### config.mk
export PLATFORM = sky130hd
export DESIGN_NAME = kbd_cmd_queue_flat
export DESIGN_NICKNAME = d
export VERILOG_FILES = /design/src/rtl/kbd_cmd_queue_if.sv /design/src/rtl/kbd_cmd_queue.sv /design/src/flat_wrapper.sv
export SDC_FILE = /design/constraint.sdc
export NUM_CORES = 1
export LEC_CHECK = 0
export ABC_AREA = 1
export ABC_CLOCK_PERIOD_IN_PS = 2500
export BUFFER_PORTS_ARGS = -buffer_cell sky130_fd_sc_hd__clkbuf_2
export CAP_MARGIN = 15
export CORE_ASPECT_RATIO = 1.25
export CORE_MARGIN = 10
export CORE_UTILIZATION = 46
export DETAILED_ROUTE_END_ITERATION = 12
export GPL_TIMING_DRIVEN = 0
export HOLD_SLACK_MARGIN = 0.05
export PLACE_DENSITY = 0.79
export SLEW_MARGIN = 20
export SYNTH_ARGS = -nofsm -noshare
export SYNTH_HDL_FRONTEND = slang
export SYNTH_SLANG_ARGS = --single-unit
### constraint.sdc
create_clock -name clk -period 2.5 [get_ports clk]
set_input_delay 0 -clock clk [delete_from_list [all_inputs] [get_ports clk]]
set_output_delay 0 -clock clk [all_outputs]
set_load 0.02 [all_outputs]
### src/rtl/kbd_cmd_queue_if.sv
// rtl/kbd_cmd_queue_if.sv - key event and PicoBlaze input-port bus between receiver, queue and CPU
interface kbd_cmd_queue_if;
  logic [7:0] key_code;
  logic       key_valid;
  logic       key_ack;
  logic [7:0] port_id;
  logic       read_strobe;
  logic [7:0] rd_data;
  logic       cmd_pending;

  modport master (
    output key_code, key_valid, port_id, read_strobe,
    input  key_ack, rd_data, cmd_pending
  );

  modport slave (
    input  key_code, key_valid, port_id, read_strobe,
    output key_ack, rd_data, cmd_pending
  );
endinterface

### src/rtl/kbd_cmd_queue.sv
// rtl/kbd_cmd_queue.sv - PS/2 key to command decoder with small FIFO read by the PicoBlaze
module kbd_cmd_queue #(
  parameter int         DEPTH_LOG2  = 2,
  parameter logic [7:0] PORT_DATA   = 8'h0A,
  parameter logic [7:0] PORT_STATUS = 8'h0B
) (
  input logic            clk,
  input logic            reset,
  kbd_cmd_queue_if.slave bus
);
  localparam int DEPTH = 1 << DEPTH_LOG2;
  localparam logic [DEPTH_LOG2:0] FULL_COUNT = (DEPTH_LOG2 + 1)'(DEPTH);

  typedef enum logic [1:0] {IDLE, ACK, WAIT_CLR} state_t;

  state_t                state_q, state_d;
  logic [3:0]            mem [DEPTH];
  logic [DEPTH_LOG2-1:0] head_q, tail_q;
  logic [DEPTH_LOG2:0]   count_q;
  logic                  overflow_q;
  logic                  key_ack_q;
  logic                  cmd_pending_q;

  logic       attempt;
  logic       dec_valid;
  logic [3:0] dec_cmd;
  logic       empty, full;
  logic       pop, push, ovf_set, status_rd;
  logic [2:0] count_lo;

  assign empty    = (count_q == '0);
  assign full     = (count_q == FULL_COUNT);
  assign count_lo = 3'(count_q);

  // Translate the scan code into a command; zero means the key is not one we act on.
  always_comb begin
    dec_valid = 1'b1;
    dec_cmd   = 4'h0;
    case (bus.key_code)
      8'h2B:   dec_cmd = 4'h1;
      8'h33:   dec_cmd = 4'h2;
      8'h2C:   dec_cmd = 4'h3;
      8'h75:   dec_cmd = 4'h4;
      8'h74:   dec_cmd = 4'h5;
      8'h6B:   dec_cmd = 4'h6;
      8'h72:   dec_cmd = 4'h7;
      8'h76:   dec_cmd = 4'h8;
      default: dec_valid = 1'b0;
    endcase
  end

  // One push attempt per key_valid episode: sample in IDLE, ack, then wait for the flag to clear.
  always_comb begin
    state_d = state_q;
    attempt = 1'b0;
    case (state_q)
      IDLE: begin
        if (bus.key_valid) begin
          attempt = 1'b1;
          state_d = ACK;
        end
      end
      ACK:      state_d = WAIT_CLR;
      WAIT_CLR: if (!bus.key_valid) state_d = IDLE;
      default:  state_d = IDLE;
    endcase
  end

  // A pop frees the head slot in the same edge, so a full FIFO can still take a push then.
  assign pop       = bus.read_strobe && (bus.port_id == PORT_DATA) && !empty;
  assign status_rd = bus.read_strobe && (bus.port_id == PORT_STATUS);
  assign push      = attempt && dec_valid && (!full || pop);
  assign ovf_set   = attempt && dec_valid && full && !pop;

  // Capture state, FIFO pointers/count, sticky overflow and the registered outputs.
  always_ff @(posedge clk or posedge reset) begin
    if (reset) begin
      state_q       <= IDLE;
      head_q        <= '0;
      tail_q        <= '0;
      count_q       <= '0;
      overflow_q    <= 1'b0;
      key_ack_q     <= 1'b0;
      cmd_pending_q <= 1'b0;
    end else begin
      state_q       <= state_d;
      key_ack_q     <= (state_q == ACK);
      cmd_pending_q <= !empty;
      if (push) tail_q <= tail_q + 1'b1;
      if (pop)  head_q <= head_q + 1'b1;
      if (push && !pop)      count_q <= count_q + 1'b1;
      else if (pop && !push) count_q <= count_q - 1'b1;
      if (ovf_set)        overflow_q <= 1'b1;
      else if (status_rd) overflow_q <= 1'b0;
    end
  end

  // Command storage; contents are only meaningful between head and tail, so no reset.
  always_ff @(posedge clk) begin
    if (push) mem[tail_q] <= dec_cmd;
  end

  // Input-port mux seen by the PicoBlaze.
  always_comb begin
    bus.rd_data = 8'h00;
    if (bus.port_id == PORT_DATA) begin
      if (!empty) bus.rd_data = {4'h0, mem[head_q]};
    end else if (bus.port_id == PORT_STATUS) begin
      bus.rd_data = {overflow_q, empty, full, 2'b00, count_lo};
    end
  end

  assign bus.key_ack     = key_ack_q;
  assign bus.cmd_pending = cmd_pending_q;
endmodule
### src/flat_wrapper.sv
// flat-port wrapper written by rule: the top's interface ports become plain ports
module kbd_cmd_queue_flat 
#(
  parameter int         DEPTH_LOG2  = 2,
  parameter logic [7:0] PORT_DATA   = 8'h0A,
  parameter logic [7:0] PORT_STATUS = 8'h0B
)
  (clk, reset, bus_key_code, bus_key_valid, bus_port_id, bus_read_strobe, bus_key_ack, bus_rd_data, bus_cmd_pending);
  kbd_cmd_queue_if bus_i ();
  input logic clk;
  input logic reset;
  input wire logic [$bits(bus_i.key_code)-1:0] bus_key_code;
  input wire logic [$bits(bus_i.key_valid)-1:0] bus_key_valid;
  input wire logic [$bits(bus_i.port_id)-1:0] bus_port_id;
  input wire logic [$bits(bus_i.read_strobe)-1:0] bus_read_strobe;
  output wire logic [$bits(bus_i.key_ack)-1:0] bus_key_ack;
  output wire logic [$bits(bus_i.rd_data)-1:0] bus_rd_data;
  output wire logic [$bits(bus_i.cmd_pending)-1:0] bus_cmd_pending;
  assign bus_i.key_code = bus_key_code;
  assign bus_i.key_valid = bus_key_valid;
  assign bus_i.port_id = bus_port_id;
  assign bus_i.read_strobe = bus_read_strobe;
  assign bus_key_ack = bus_i.key_ack;
  assign bus_rd_data = bus_i.rd_data;
  assign bus_cmd_pending = bus_i.cmd_pending;
  kbd_cmd_queue #(.DEPTH_LOG2(DEPTH_LOG2), .PORT_DATA(PORT_DATA), .PORT_STATUS(PORT_STATUS)) u_core (.clk(clk), .reset(reset), .bus(bus_i));
endmodule
* After elaboration in Yosys (flattened, before gate mapping)
Memories as Yosys holds them, arrays and structs flattened. Cells that the tools add are included.
Storage, ports and cells: memories kept 1, output and inout port bits 10, RAM bits 16, bits in read-only memories 0, input bits 20, register bits after elaboration 12, latch bits 0
Cells by class: bitwise operators 0, eq/ne operators 15, reduce and logical (&&, ||, !) cells 20, shift operators 0, $mul 0, mux-type cells 16, $add $sub $neg 4, order comparisons 0, div/mod/pow operators 0
Memories:
- u_core.mem | words 4, width 4, rd ports 1, clocked after memory_dff 0, write ports 1, RTL line kbd_cmd_queue.sv:17 | logic [3:0] mem [DEPTH];
Operators with widths (number):
- 8-bit by 7-bit equality test with 1-bit output, second input constant | 5
- 4-bit one-hot mux with 8 select lines | 1
- 8-bit by 6-bit equality test with 1-bit output, second input constant | 3
- 8-bit by 4-bit equality test with 1-bit output, second input constant | 2
- 8-bit 2-to-1 mux | 2
- 1-bit logical AND | 9
- 8-bit OR reduction | 1
- 1-bit 2-to-1 mux | 7
- 3-bit 2-to-1 mux | 2
- 2-bit one-hot mux with 3 select lines | 1
- 2-bit by 1-bit adder with 2-bit output, second input constant | 2
- 1-bit logical NOT | 4
- 2-bit 2-to-1 mux | 2
- 4-bit 2-to-1 mux | 1
- 2-bit inequality test, second input constant | 2
- 2-bit nonzero test | 2
- 3-bit by 1-bit adder with 3-bit output, second input constant | 1
- 3-bit equality test, second input constant | 1
- 3-bit logical NOT | 1
- 3-bit by 1-bit subtractor with 3-bit output, second input constant | 1
- 2-bit by 1-bit equality test with 1-bit output, second input constant | 1
- 2-bit equality test, second input constant | 1
- 2-bit logical NOT | 1
- 2-bit AND reduction | 1
- 1-bit logical OR | 1

* Depth between registers and ports, before layout
depth after elaboration 9, mapped depth 15, mapped depth without buffers 15

* Least setup slack after synthesis
No wires, ideal clock.
kind flip-flop to flip-flop, from register u_core.state_q[0], to register u_core.count_q[2], in the netlist u_core.count_lo[2], arrival time 1.911 ns, setup slack 0.458 ns, path buffers 0, library setup time 0.131 ns, stages on the path, launching flop included 12, cell sequence dfrtp_1 > inv_1 > nand2_1 > nor2_1 > nand3_4 > inv_1 > ha_1 > inv_1 > fa_1 > a21oi_1 > o21ai_0 > xor2_1
Between the ends: cells in the longest elaborated chain, start to end 7
Ends and longest elaborated chain:
- from (decl) | RTL line kbd_cmd_queue.sv:16 | state_t state_q, state_d;
- from (signal assigned) | RTL line kbd_cmd_queue.sv:86 | state_q <= state_d;
- 2-bit logical NOT * | RTL line kbd_cmd_queue.sv:56 | case (state_q)
- 1-bit 2-to-1 mux * | RTL line kbd_cmd_queue.sv:56
- 1-bit logical AND * (2 in series) | RTL line kbd_cmd_queue.sv:72 | assign push = attempt && dec_valid && (!full || pop);
- named net u_core.push | RTL line kbd_cmd_queue.sv:28 | logic pop, push, ovf_set, status_rd;
- 1-bit logical NOT | RTL line kbd_cmd_queue.sv:92 | else if (pop && !push) count_q <= count_q - 1'b1;
- 1-bit logical AND | RTL line kbd_cmd_queue.sv:92
- 2-bit nonzero test (no source line)
- to (signal assigned) | RTL line kbd_cmd_queue.sv:91 | if (push && !pop) count_q <= count_q + 1'b1;
- to (signal assigned) | RTL line kbd_cmd_queue.sv:92
- to (decl) | RTL line kbd_cmd_queue.sv:19 | logic [DEPTH_LOG2:0] count_q;
The timed path passes the listed nets; every way through them passes the cells marked *. A chain may end at the register's enable or synchronous reset.

* Final worst setup path
Ends and elaborated chain as after synthesis.

==> reports/summary.json <==
{
  "outcome": {"value": "complete, no violations"},
  "initial_utilization": {"value": 0.484},
  "timing.final.setup_violations": {"value": 0},
  "h_tree_depth_reported_by_cts": {"value": 1},
  "finalMaxSlewViolations": {"value": 0},
  "global_route.usage.met2": {"value": 0.179},
  "critical_path.reg2reg.endpoint": {"value": "u_core.count_lo[2]"},
  "crit_arrival": {"value": 2.46, "unit": "ns"},
  "min-delay-start": {"value": "bus_read_strobe"},
  "antenna_found_initial": {"value": 0},
  "core": {"value": 0.00325, "unit": "mm²"},
  "crit_path_top_delay_cell": {"value": "sky130_fd_sc_hd__dfrtp_1"},
  "list_of_cells_traversed_by_the_critical_path": {"value": "inv_1, nand2_1, nor2_1, nand3_4, inv_1, ha_1, inv_1, fa_1, a21oi_1, o21ai_0, xor2_1"},
  "ff2ff_path_depth": {"value": 11},
  "mean_instance_size_in_the_synthesized_netlist": {"value": 8.90, "unit": "µm²"},
  "crit_path_start": {"value": "u_core.state_q[0]"},
  "final_cell_count_no_fill": {"value": 248},
  "finish.net_count": {"value": 238},
  "final.fill_count": {"value": 285},
  "ant_nets": {"value": 0},
  "max_capacitance_violation_total": {"value": 0},
  "layout.cells.most_common": {"value": "sky130_fd_sc_hd__clkbuf_2"},
  "drt_iter0_markers": {"value": 37},
  "clkSlewWorstSetupHoldPaths": {"value": 0.09, "unit": "ns"},
  "die_w": {"value": 72.3, "unit": "µm"},
  "fp-row-count": {"value": 23},
  "cells_after_synth": {"value": 177},
  "first_global_vias": {"value": 1216},
  "finalWirelength": {"value": 2760, "unit": "µm"},
  "tritoncts": {"value": "yes"},
  "gp_routability_congestion": {"value": 0.776},
  "numCtsBuffers": {"value": 3},
  "timing.critical_path.required": {"value": 2.65, "unit": "ns"},
  "setup_tns": {"value": 0, "unit": "ns"},
  "finalInstanceArea": {"value": 0.00184, "unit": "mm²"},
  "worst_hold_endpoint": {"value": "u_core.overflow_q"},
  "area.growth.synth_to_final": {"value": 16.6, "unit": "%"},
  "post_route_cells_drive_above_1_share": {"value": 0.294},
  "via_count_normalized_by_instance_count": {"value": 4.81},
  "vdd.ir_drop.worst": {"value": 419, "unit": "µV"},
  "drt-pass1-iter-count": {"value": 4},
  "postCtsResizedCells": {"value": 0},
  "detail_route.drc_violations": {"value": 0},
  "post-route-period-util": {"value": 0.923},
  "hp-class": {"value": "input pin to flip-flop"},
  "floorplan.die.height": {"value": 85.4, "unit": "µm"},
  "worst-setup-path-type": {"value": "flip-flop to flip-flop"},
  "buffer_ports.inserted": {"value": 28},
  "clk_path_buf_depth": {"value": 2},
  "critPathLaunchType": {"value": "flip-flop"},
  "regToRegSetupSlack": {"value": 0.19, "unit": "ns"},
  "cpMostUsedCell": {"value": "sky130_fd_sc_hd__inv_1"},
  "worst_r2r_startpoint": {"value": "u_core.state_q[0]"},
  "routedWlPerCell": {"value": 11.1, "unit": "µm"},
  "final_period_minus_worst_setup_slack": {"value": 2.31, "unit": "ns"},
  "grt_use_met3": {"value": 0.0221},
  "unrepaired_setup_endpoints_after_global_routing": {"value": "no"},
  "cpPeakStageDelay": {"value": 0.37, "unit": "ns"},
  "worst_hold_path.num_cells": {"value": 4},
  "dp.final_hpwl": {"value": 2250, "unit": "µm"},
  "cts.root.buffer_cell": {"value": "sky130_fd_sc_hd__clkbuf_8"},
  "static-leakage-power": {"value": 0.000867, "unit": "µW"},
  "design.portCount": {"value": 30},
  "yosysWarningCount": {"value": 0},
  "track_usage": {"value": 0.0983},
  "cellPowerDensity": {"value": 590, "unit": "mW/mm²"},
  "syn-cell-area": {"value": 0.00158, "unit": "mm²"},
  "detailed_place.area": {"value": 0.00176, "unit": "mm²"},
  "grtUsageMet1": {"value": 0.105},
  "mostFrequentLayoutCells": {"value": "sky130_fd_sc_hd__clkbuf_2 (28), sky130_fd_sc_hd__nand2_1 (27), sky130_fd_sc_hd__inv_1 (25)"},
  "clock.fmax": {"value": 434, "unit": "MHz"},
  "vias": {"value": 1192},
  "fraction_of_the_yosys_area_taken_by_sequential_cells": {"value": 0.496},
  "die-area": {"value": 0.00618, "unit": "mm²"},
  "grt_start_max_net_pins": {"value": 16},
  "synth_nets": {"value": 203},
  "grt_pass1_wl": {"value": 5090, "unit": "µm"},
  "grt_overflow_total": {"value": 0},
  "worstSetupEndpointType": {"value": "flip-flop"},
  "count_of_antenna_diodes_in_the_layout": {"value": 0},
  "cts_sinks": {"value": 28},
  "finClkSkew": {"value": 0.00582, "unit": "ns"},
  "ys_ff_latch": {"value": 28},
  "busiest_layer": {"value": "met2"},
  "netlist-cell-type-count": {"value": 28},
  "critPathMaxFanout": {"value": 7},
  "insertion_delay": {"value": 0.27, "unit": "ns"},
  "numPlacedInstances": {"value": 242},
  "finalHoldViolCount": {"value": 0}
}
repair_timing:
action                    4_1_cts  5_1_grt
hold buffers                    2        0
setup buffers                   0        0
hold endpoints to repair       14        0
state kept, by name, summed over array words and instances, names as in the netlist:
signal	flops
u_core.state_q	2
u_core.bus.key_ack	1
u_core.overflow_q	1
u_core.bus.cmd_pending	1
u_core.tail_q	2
u_core.head_q	2
u_core.count_lo	3
u_core.mem	16
layer usage:
| layer | wire (µm) | up-vias |
|---|---|---|
| li1 | - | 638 |
| met1 | 1140 | 524 |
| met2 | 1440 | 24 |
| met3 | 145 | 6 |
| met4 | 38 | 0 |
| met5 | 0 | - |
worst max path at each step:
stage,end,cells after the start,slack (ns)
after global placement,u_core.count_lo[2],11,0.31
final,u_core.count_lo[2],11,0.19
after floorplan,u_core.count_lo[2],11,0.46
after global routing,u_core.count_lo[2],11,0.01
after CTS,u_core.count_lo[2],11,0.21
after detailed placement,u_core.count_lo[2],11,0.27
cells in the mapped netlist, drive strengths merged:
cell,count,area share
nand2,36,0.10
o22ai,3,0.012
or3,1,0.0040
fa,1,0.013
o21ai,15,0.048
xor2,3,0.017
ha,5,0.040
dfrtp,12,0.19
nand4,5,0.020
conb,1,0.0024
xnor2,1,0.0056
buf,3,0.011
nor2,34,0.10
nor3,2,0.014
nand3,5,0.024
edfxtp,16,0.31
inv,30,0.071
a21oi,3,0.0095
nor4,1,0.0079
area by class of cell:
| class | count | area, µm² | area share |
|---|---|---|---|
| sequential | 28 | 781 | 0.425 |
| multi-input combinational | 116 | 664 | 0.362 |
| timing repair buffer | 30 | 160 | 0.0872 |
| inverter | 30 | 113 | 0.0613 |
| clock buffer | 4 | 55.1 | 0.0300 |
| tap | 37 | 46.3 | 0.0252 |
| buffer | 3 | 17.5 | 0.00954 |
power by group:
part	leakage, µW	internal (µW)	switching (µW)	total (µW)
combinational	0.000542	83.4	142	226
sequential	0.000296	537	51.5	589
clock	0.0000288	141	128	269
total	0.000867	761	322	1080
logic make-up after synthesis:
| kind of cell | after synthesis | synth area share |
|---|---|---|
| AOI/OAI and AO/OA | 21 | 0.0691 |
| xor gates and xnor gates | 4 | 0.0222 |
| adders and majority gates | 6 | 0.0524 |
| buffers and inverters | 33 | 0.0826 |
| DFF | 28 | 0.496 |
| other | 1 | 0.00238 |
| and+or+nand+nor | 84 | 0.276 |
worst max-delay path, delay by kind of cell, from the launching register on:
| kind | cells | cell delay (ns) |
|---|---|---|
| AND/OR/NAND/NOR | 3 | 0.58 |
| adder cells (fa/ha/maj) | 2 | 0.54 |
| flip-flops | 1 | 0.37 |
| buffers and inverters | 3 | 0.29 |
| AO/OA/AOI/OAI | 2 | 0.25 |
| XOR/XNOR | 1 | 0.15 |
through the flow:
stage | utilization | setup WS, ns | power [µW] | hold slack [ns]
after global placement | 0.542 | 0.310 | 815 | 0.0115
after detailed placement | 0.542 | 0.274 | 822 | 0.0134
after floorplan | - | 0.458 | 758 | -0.135
after CTS | 0.565 | 0.209 | 1090 | 0.0681
after global routing | 0.565 | 0.0131 | 1170 | 0.115
final | 0.565 | 0.193 | 1080 | 0.0760
Power figures use the tool's default switching activity.
